<file path="src/rtl/spi_avalon_master.sv">
// -----------------------------------------------------------------------------
// spi_avalon_master
//
// Avalon-MM SPI master with an internal shift engine. It has a configurable
// word width, NUM_CS active-low chip selects and a run-time CPOL/CPHA mode.
// It also provides a sticky done flag, overrun detection and a level
// interrupt.
//
// Register map (word addresses, unused bits read 0):
//   0 RXDATA (R)  [DATA_W-1:0] last received word
//   1 CS     (RW) [NUM_CS-1:0] value driven onto spi_cs_n
//   2 DVSR   (RW) [DVSR_W-1:0] each SCLK half-phase lasts DVSR+1 clocks
//   3 TXDATA (W)  a write starts a transfer; reads 0
//   4 CTRL   (RW) [0] cpol [1] cpha [2] irq_en
//                 with SPI_AUTO_CS_EN also: [3] auto_cs [7:4] sel
//   5 STATUS      [0] done (W1C) [1] overrun (W1C) [2] busy (RO)
//   6,7           read 0, writes ignored
//
// Optional feature macro: SPI_AUTO_CS_EN. When it is defined and auto_cs=1,
// spi_cs_n[sel] is driven low while a transfer is busy. When it is
// undefined, CTRL[7:3] reads 0.
//
// Ports:
//   clk, reset                 system clock, synchronous active-high reset
//   spi_chipselect, spi_write  Avalon write qualifiers
//   spi_address[2:0]           register word address
//   spi_writedata[31:0]        write data
//   spi_readdata[31:0]         read data, combinational on spi_address
//   spi_irq                    done & irq_en
//   spi_cs_n[NUM_CS-1:0]       chip selects, active low
//   spi_sclk, spi_mosi         SPI clock and serial data out
//   spi_miso                   serial data in
// -----------------------------------------------------------------------------
module spi_avalon_master #(
    parameter int DATA_W = 8,
    parameter int NUM_CS = 4,
    parameter int DVSR_W = 8
) (
    input  logic              clk,
    input  logic              reset,
    input  logic              spi_chipselect,
    input  logic              spi_write,
    input  logic [2:0]        spi_address,
    input  logic [31:0]       spi_writedata,
    output logic [31:0]       spi_readdata,
    output logic              spi_irq,
    output logic [NUM_CS-1:0] spi_cs_n,
    output logic              spi_sclk,
    output logic              spi_mosi,
    input  logic              spi_miso
);

    localparam int BCNT_W = $clog2(DATA_W + 1);

    typedef enum logic [1:0] {IDLE, CPHA_DLY, P0, P1} state_t;

    state_t              state_q, state_d;
    logic [DVSR_W-1:0]   cnt_q, cnt_d;
    logic [BCNT_W-1:0]   bit_cnt_q, bit_cnt_d;
    logic [DATA_W-1:0]   tx_sh_q, tx_sh_d;
    logic [DATA_W-1:0]   rx_sh_q, rx_sh_d;
    logic [DATA_W-1:0]   rx_data_q, rx_data_d;
    logic [NUM_CS-1:0]   cs_q, cs_d;
    logic [DVSR_W-1:0]   dvsr_q, dvsr_d;
    logic                cpol_q, cpol_d;
    logic                cpha_q, cpha_d;
    logic                irq_en_q, irq_en_d;
    logic                done_q, done_d;
    logic                overrun_q, overrun_d;
    // Per-transfer copies, so register writes during a transfer only
    // take effect on the next one.
    logic                lat_cpol_q, lat_cpol_d;
    logic                lat_cpha_q, lat_cpha_d;
    logic [DVSR_W-1:0]   lat_dvsr_q, lat_dvsr_d;
`ifdef SPI_AUTO_CS_EN
    logic                auto_cs_q, auto_cs_d;
    logic [3:0]          sel_q, sel_d;
`endif

    logic wr_en;
    logic busy;
    logic phase_end;
    logic unused_wdata;

    assign wr_en        = spi_chipselect & spi_write;
    assign busy         = (state_q != IDLE);
    assign phase_end    = (cnt_q == lat_dvsr_q);
    assign unused_wdata = ^spi_writedata;

    // Next-state logic. Register writes are handled first and the engine
    // second, so that an engine set of done overrides a write-1-clear in
    // the same cycle.
    always_comb begin
        state_d    = state_q;
        cnt_d      = cnt_q;
        bit_cnt_d  = bit_cnt_q;
        tx_sh_d    = tx_sh_q;
        rx_sh_d    = rx_sh_q;
        rx_data_d  = rx_data_q;
        cs_d       = cs_q;
        dvsr_d     = dvsr_q;
        cpol_d     = cpol_q;
        cpha_d     = cpha_q;
        irq_en_d   = irq_en_q;
        done_d     = done_q;
        overrun_d  = overrun_q;
        lat_cpol_d = lat_cpol_q;
        lat_cpha_d = lat_cpha_q;
        lat_dvsr_d = lat_dvsr_q;
`ifdef SPI_AUTO_CS_EN
        auto_cs_d  = auto_cs_q;
        sel_d      = sel_q;
`endif

        if (wr_en) begin
            unique case (spi_address)
                3'd1: cs_d   = spi_writedata[NUM_CS-1:0];
                3'd2: dvsr_d = spi_writedata[DVSR_W-1:0];
                3'd3: if (busy) overrun_d = 1'b1;
                3'd4: begin
                    cpol_d   = spi_writedata[0];
                    cpha_d   = spi_writedata[1];
                    irq_en_d = spi_writedata[2];
`ifdef SPI_AUTO_CS_EN
                    auto_cs_d = spi_writedata[3];
                    sel_d     = spi_writedata[7:4];
`endif
                end
                3'd5: begin
                    if (spi_writedata[0]) done_d    = 1'b0;
                    if (spi_writedata[1]) overrun_d = 1'b0;
                end
                default: ;
            endcase
        end

        unique case (state_q)
            IDLE: begin
                if (wr_en && spi_address == 3'd3) begin
                    tx_sh_d    = spi_writedata[DATA_W-1:0];
                    lat_cpol_d = cpol_q;
                    lat_cpha_d = cpha_q;
                    lat_dvsr_d = dvsr_q;
                    cnt_d      = '0;
                    bit_cnt_d  = '0;
                    done_d     = 1'b0;
                    state_d    = cpha_q ? CPHA_DLY : P0;
                end
            end
            default: begin
                if (!phase_end) begin
                    cnt_d = cnt_q + DVSR_W'(1);
                end else begin
                    cnt_d = '0;
                    unique case (state_q)
                        CPHA_DLY: state_d = P0;
                        P0: begin
                            rx_sh_d   = (rx_sh_q << 1) | DATA_W'(spi_miso);
                            bit_cnt_d = bit_cnt_q + BCNT_W'(1);
                            state_d   = P1;
                        end
                        default: begin // P1
                            if (bit_cnt_q < BCNT_W'(DATA_W)) begin
                                tx_sh_d = tx_sh_q << 1;
                                state_d = P0;
                            end else begin
                                rx_data_d = rx_sh_q;
                                done_d    = 1'b1;
                                state_d   = IDLE;
                            end
                        end
                    endcase
                end
            end
        endcase
    end

    always_ff @(posedge clk) begin
        if (reset) begin
            state_q    <= IDLE;
            cnt_q      <= '0;
            bit_cnt_q  <= '0;
            tx_sh_q    <= '0;
            rx_sh_q    <= '0;
            rx_data_q  <= '0;
            cs_q       <= '1;
            dvsr_q     <= '1;
            cpol_q     <= 1'b0;
            cpha_q     <= 1'b0;
            irq_en_q   <= 1'b0;
            done_q     <= 1'b0;
            overrun_q  <= 1'b0;
            lat_cpol_q <= 1'b0;
            lat_cpha_q <= 1'b0;
            lat_dvsr_q <= '0;
`ifdef SPI_AUTO_CS_EN
            auto_cs_q  <= 1'b0;
            sel_q      <= '0;
`endif
        end else begin
            state_q    <= state_d;
            cnt_q      <= cnt_d;
            bit_cnt_q  <= bit_cnt_d;
            tx_sh_q    <= tx_sh_d;
            rx_sh_q    <= rx_sh_d;
            rx_data_q  <= rx_data_d;
            cs_q       <= cs_d;
            dvsr_q     <= dvsr_d;
            cpol_q     <= cpol_d;
            cpha_q     <= cpha_d;
            irq_en_q   <= irq_en_d;
            done_q     <= done_d;
            overrun_q  <= overrun_d;
            lat_cpol_q <= lat_cpol_d;
            lat_cpha_q <= lat_cpha_d;
            lat_dvsr_q <= lat_dvsr_d;
`ifdef SPI_AUTO_CS_EN
            auto_cs_q  <= auto_cs_d;
            sel_q      <= sel_d;
`endif
        end
    end

    // Read mux
    always_comb begin
        spi_readdata = '0;
        unique case (spi_address)
            3'd0: spi_readdata[DATA_W-1:0] = rx_data_q;
            3'd1: spi_readdata[NUM_CS-1:0] = cs_q;
            3'd2: spi_readdata[DVSR_W-1:0] = dvsr_q;
            3'd4: begin
                spi_readdata[2:0] = {irq_en_q, cpha_q, cpol_q};
`ifdef SPI_AUTO_CS_EN
                spi_readdata[3]   = auto_cs_q;
                spi_readdata[7:4] = sel_q;
`endif
            end
            3'd5: spi_readdata[2:0] = {busy, overrun_q, done_q};
            default: ;
        endcase
    end

    // SCLK toggles between P0 and P1. CPHA shifts which half is active.
    always_comb begin
        spi_sclk = cpol_q;
        unique case (state_q)
            IDLE:     spi_sclk = cpol_q;
            CPHA_DLY: spi_sclk = lat_cpol_q;
            P0:       spi_sclk = lat_cpol_q ^ lat_cpha_q;
            default:  spi_sclk = lat_cpol_q ^ ~lat_cpha_q;
        endcase
    end

    // A one-hot shift by sel yields an empty mask once sel >= NUM_CS.
    always_comb begin
        spi_cs_n = cs_q;
`ifdef SPI_AUTO_CS_EN
        if (auto_cs_q && busy)
            spi_cs_n = cs_q & ~(NUM_CS'(1) << sel_q);
`endif
    end

    assign spi_mosi = tx_sh_q[DATA_W-1];
    assign spi_irq  = done_q & irq_en_q;

endmodule

</file>
<file path="config.mk">
export PLATFORM = sky130hd
export DESIGN_NAME = spi_avalon_master
export DESIGN_NICKNAME = d
export VERILOG_FILES = /design/src/rtl/spi_avalon_master.sv
export SDC_FILE = /design/constraint.sdc
export NUM_CORES = 1
export LEC_CHECK = 0
export ABC_CLOCK_PERIOD_IN_PS = 4300
export BUFFER_PORTS_ARGS = -buffer_cell sky130_fd_sc_hd__buf_2
export CAP_MARGIN = 5
export CORE_MARGIN = 2
export CORE_UTILIZATION = 50
export CTS_CLUSTER_SIZE = 25
export DETAILED_ROUTE_END_ITERATION = 8
export GPL_TIMING_DRIVEN = 0
export PLACE_DENSITY = 0.72
export RECOVER_POWER = 100
export SYNTH_ARGS = -nofsm -noshare
export SYNTH_HDL_FRONTEND = slang
export SYNTH_SLANG_ARGS = --single-unit
</file>
<file path="constraint.sdc">
create_clock -name clk -period 4.3 [get_ports clk]
set_input_delay 0.43 -clock clk [delete_from_list [all_inputs] [get_ports clk]]
set_output_delay 0.43 -clock clk [all_outputs]
set_load 0.01 [all_outputs]
</file>
==> results.md <==
* Total Neg Setup Slack at 0 ps
* Drt pass-1 iters at 5
* Switching part of the total at around 28%
* Compound-Gate Fraction of Synth Area at approximately an eighth
* Worst Path Class, Setup: flop to primary output
* Leakage at roughly 1.7 nW
* Global placement routability congestion at between 0.8 and 0.9
* Cell Area, Placed at around 3600 µm²
* 1st-iter DRT viols at roughly 160
* FMAX at roughly 360 MHz
* Die area at between 7000 and 8000 µm²
* Final Skew at 9.26 ps
* Seq/Total Area, Yosys at approximately 40%
* Worst Hold End: rx_sh_q[0]$_SDFFE_PP0P_
* Hold-fix buffers at CTS at 0
* CTS Root Cell: clkbuf_8
* Multiplexer area fraction after synthesis at between 15 and 20%
* Count leader, synth: dfxtp_1
* Fraction of layout instances using a drive strength above 1 at approximately 14%
* Crit end category: primary output
* RSZ-0062 raised after global routing: false
* Finished Layout Cells at roughly 510
* Critical Path RT at just under 4000 ps
* Post-DR vias/cell at 5.21
* Worst R2R End: tx_sh_q[4]$_SDFFE_PP0P_
* Final hold viol count at 0
* Clock Latency Late Sink at 350 ps
* N_diodes at 0
* Tcrit/Tclk final at between 60% and 70%
* Share of total power in sequential cells at ~44%
* Setup Slack @ Placement at between 1500 and 2000 ps
* Rel. slew slack at a little over a quarter
* Largest family of logic cells by synthesized area: simple AND/OR/NAND/NOR gates
* Combinational power share at a little over an eighth
* CP arrival at 2390 ps
* Asr flop ratio synth at 0%
* Htree depth at 3
* Register bit total from synthesis at 65
* Grt total ovfl at 0
* Startpoint Class: flop
* Worst hold-check path type: input pin to flop
* Ranking of synthesized cells by area: dfxtp_1, mux2i_1, buf_4
* Ys flop type: dfxtp_1
* Die Span X at 84.4 µm
* Mapped cell area at roughly 3200 µm²
* Cell area after layout at ~3700 µm²
* Vias in the first global route at 2507
* Wire length per cell at roughly 14 µm
* Placed Cells at between 400 and 500
* Synth Area in Adders at a little under 2%
* PwrDens at about 380 nW/µm²
* Clock Power Share at a little over two fifths
* CTS tree: built
* Simple-gate area share of the yosys netlist at 18.1%
* # port buffers at 30
* Yosys warning count at 0
* Largest net degree at the start of global routing at 14
* Netlist cell types at 44
* RR Startpoint: cnt_q[5]$_SDFFE_PP0P_
* Post-synth top area share at around 40%
* Overall power at ~1.4 mW
* Most frequent cells after synthesis: dfxtp_1, mux2i_1, nand2_1
* Final wirelength at a little over 7000 µm
* Worst-margin pin slew at 1090 ps
* Final setup margin at between 1000 and 1500 ps
* Post-CTS sizing at 0
* P_int at slightly above 1 mW
* Clock transition at path regs at roughly 80 ps
* Die height at about 84 µm
* Post-synthesis xor/xnor area fraction at a little under 3%
* Crit-path max FO at 10
* VDD IR max at between 0.0002 and 0.0003 V
* Endpoints failing setup at 0
* Syn Inst Count at 365
* IO Count at 79
* Syn-to-layout area delta at 15.8%
* Status: complete, no violations
* TritonCTS Buffers at 9
* Setup slack, reg-to-reg at 1640 ps
* Hold Crit Start: spi_miso
* Num rows at 29
* Clk sink count at between 60 and 70
* Hold path depth at 3
* R2R cell count at 6
* Clock buffer depth at 2
* Drt drc at 0
* Number of flops mapped to enable cells by yosys at 0
* Post-CTS Setup Bufs at 0
* Initial core utilization at roughly 51%
* Post-DP HPWL at roughly 5400 µm
* Post-layout minimum cycle time at between 2000 and 3000 ps
* Via Count at about 2700
* Final nets at ~470
* ANT nets after route at 0
* First-pass GRT wire length at around 12000 µm
* Average size of a mapped cell at a little under 9 µm²
* Psw at slightly below 400 µW
* Core area at ~6300 µm²
* Gr usage total at 21.3%
* MaxCap Viol Count at 0
* Crit path from: state_q[0]$_SDFFE_PP0P_
* Final Max Slew Viols at 0
* Area leader, netlist: dfxtp_1
* Initial antenna violation count at 0
[area by class of cell]
cell class                      instances  area (µm²)
Multi-Input combinational cell        273        1710
Buffer                                 42         248
Inverter                                8        30.0
Sequential cell                        65        1300
Clock buffer                            9         124
Tap cell                               77        96.3
Timing Repair Buffer                   30         131
Clock inverter                          7         101
Fill cell                             622        2570
[how the worst max path moves through the flow]
stage | slack [ps] | to | cells after the start
CTS | 1670 | spi_readdata[2] | 7
global route | 1390 | spi_readdata[2] | 7
floorplan | 2340 | spi_readdata[2] | 6
detailed placement | 1930 | spi_readdata[0] | 6
global placement | 1940 | spi_readdata[0] | 6
finish | 1480 | spi_readdata[2] | 7
[through the flow]
step / hold slack, ps / utilization [%]
2_1_floorplan: 439 / -
3_3_place_gp: 458 / 56.4
3_5_place_dp: 463 / 56.4
4_1_cts: 312 / 60.0
5_1_grt: 320 / 59.3
6_report: 306 / 59.3
[sequential cells by signal, indices dropped and copies added (netlist names)]
signal	count
cnt_q	8
dvsr_q	8
lat_dvsr_q	8
rx_data_q	8
rx_sh_q	8
tx_sh_q	8
bit_cnt_q	4
spi_cs_n	4
state_q	2
cpha_q	1
cpol_q	1
done_q	1
irq_en_q	1
lat_cpha_q	1
lat_cpol_q	1
overrun_q	1
[cell families after synthesis]
group | count (synthesis)
AOI/OAI and AO/OA | 63
buffers and inverters | 50
adders and majority gates | 5
and+or+nand+nor | 122
muxes | 48
xor gates and xnor gates | 11
other | 1
DFF | 65
[cells in the final DEF (no fill, tap or decap), drive strengths merged]
cell type,n
dfxtp,65
mux2i,44
clkbuf,42
nand2,41
buf,39
nor2,36
a21oi,29
conb,24
nand3,12
xor2,11
o21ai,10
inv,10
nor3,9
a211oi,9
and2,6
ha,5
nor2b,3
or3,3
and3,3
a31oi,3
nor4,3
mux4,2
mux2,2
a22oi,2
nand2b,2
a22o,2
clkinvlp,2
bufinv,2
a31o,2
o32ai,1
nor3b,1
nand3b,1
and3b,1
clkinv,1
nand4,1
a21boi,1
o31ai,1
a41oi,1
a21o,1
a2111o,1
[worst max-delay path, cell delays in order (launching register included)]
cell and delay, ps:
dfxtp_1 330, inv_1 80, ha_1 140, clkbuf_1 320
inv_1 230, mux4_2 520, mux2_2 280, clkbuf_1 130
[routing by layer]
metal	share of wire [%]	global-route usage (%)
met5	0	0
met3	5.4	3.74
met1	43	26.9
met2	49	36.6
met4	2.1	8.08
[power by group through the flow]
stage	clock, mW	sequential (mW)	combinational, mW
after CTS	0.603	0.630	0.193
after detailed placement	0	0.644	0.192
final	0.601	0.630	0.188
after floorplan	0	0.642	0.142
after global routing	0.634	0.632	0.207
after global placement	0	0.643	0.189
Power figures use the tool's default switching activity.
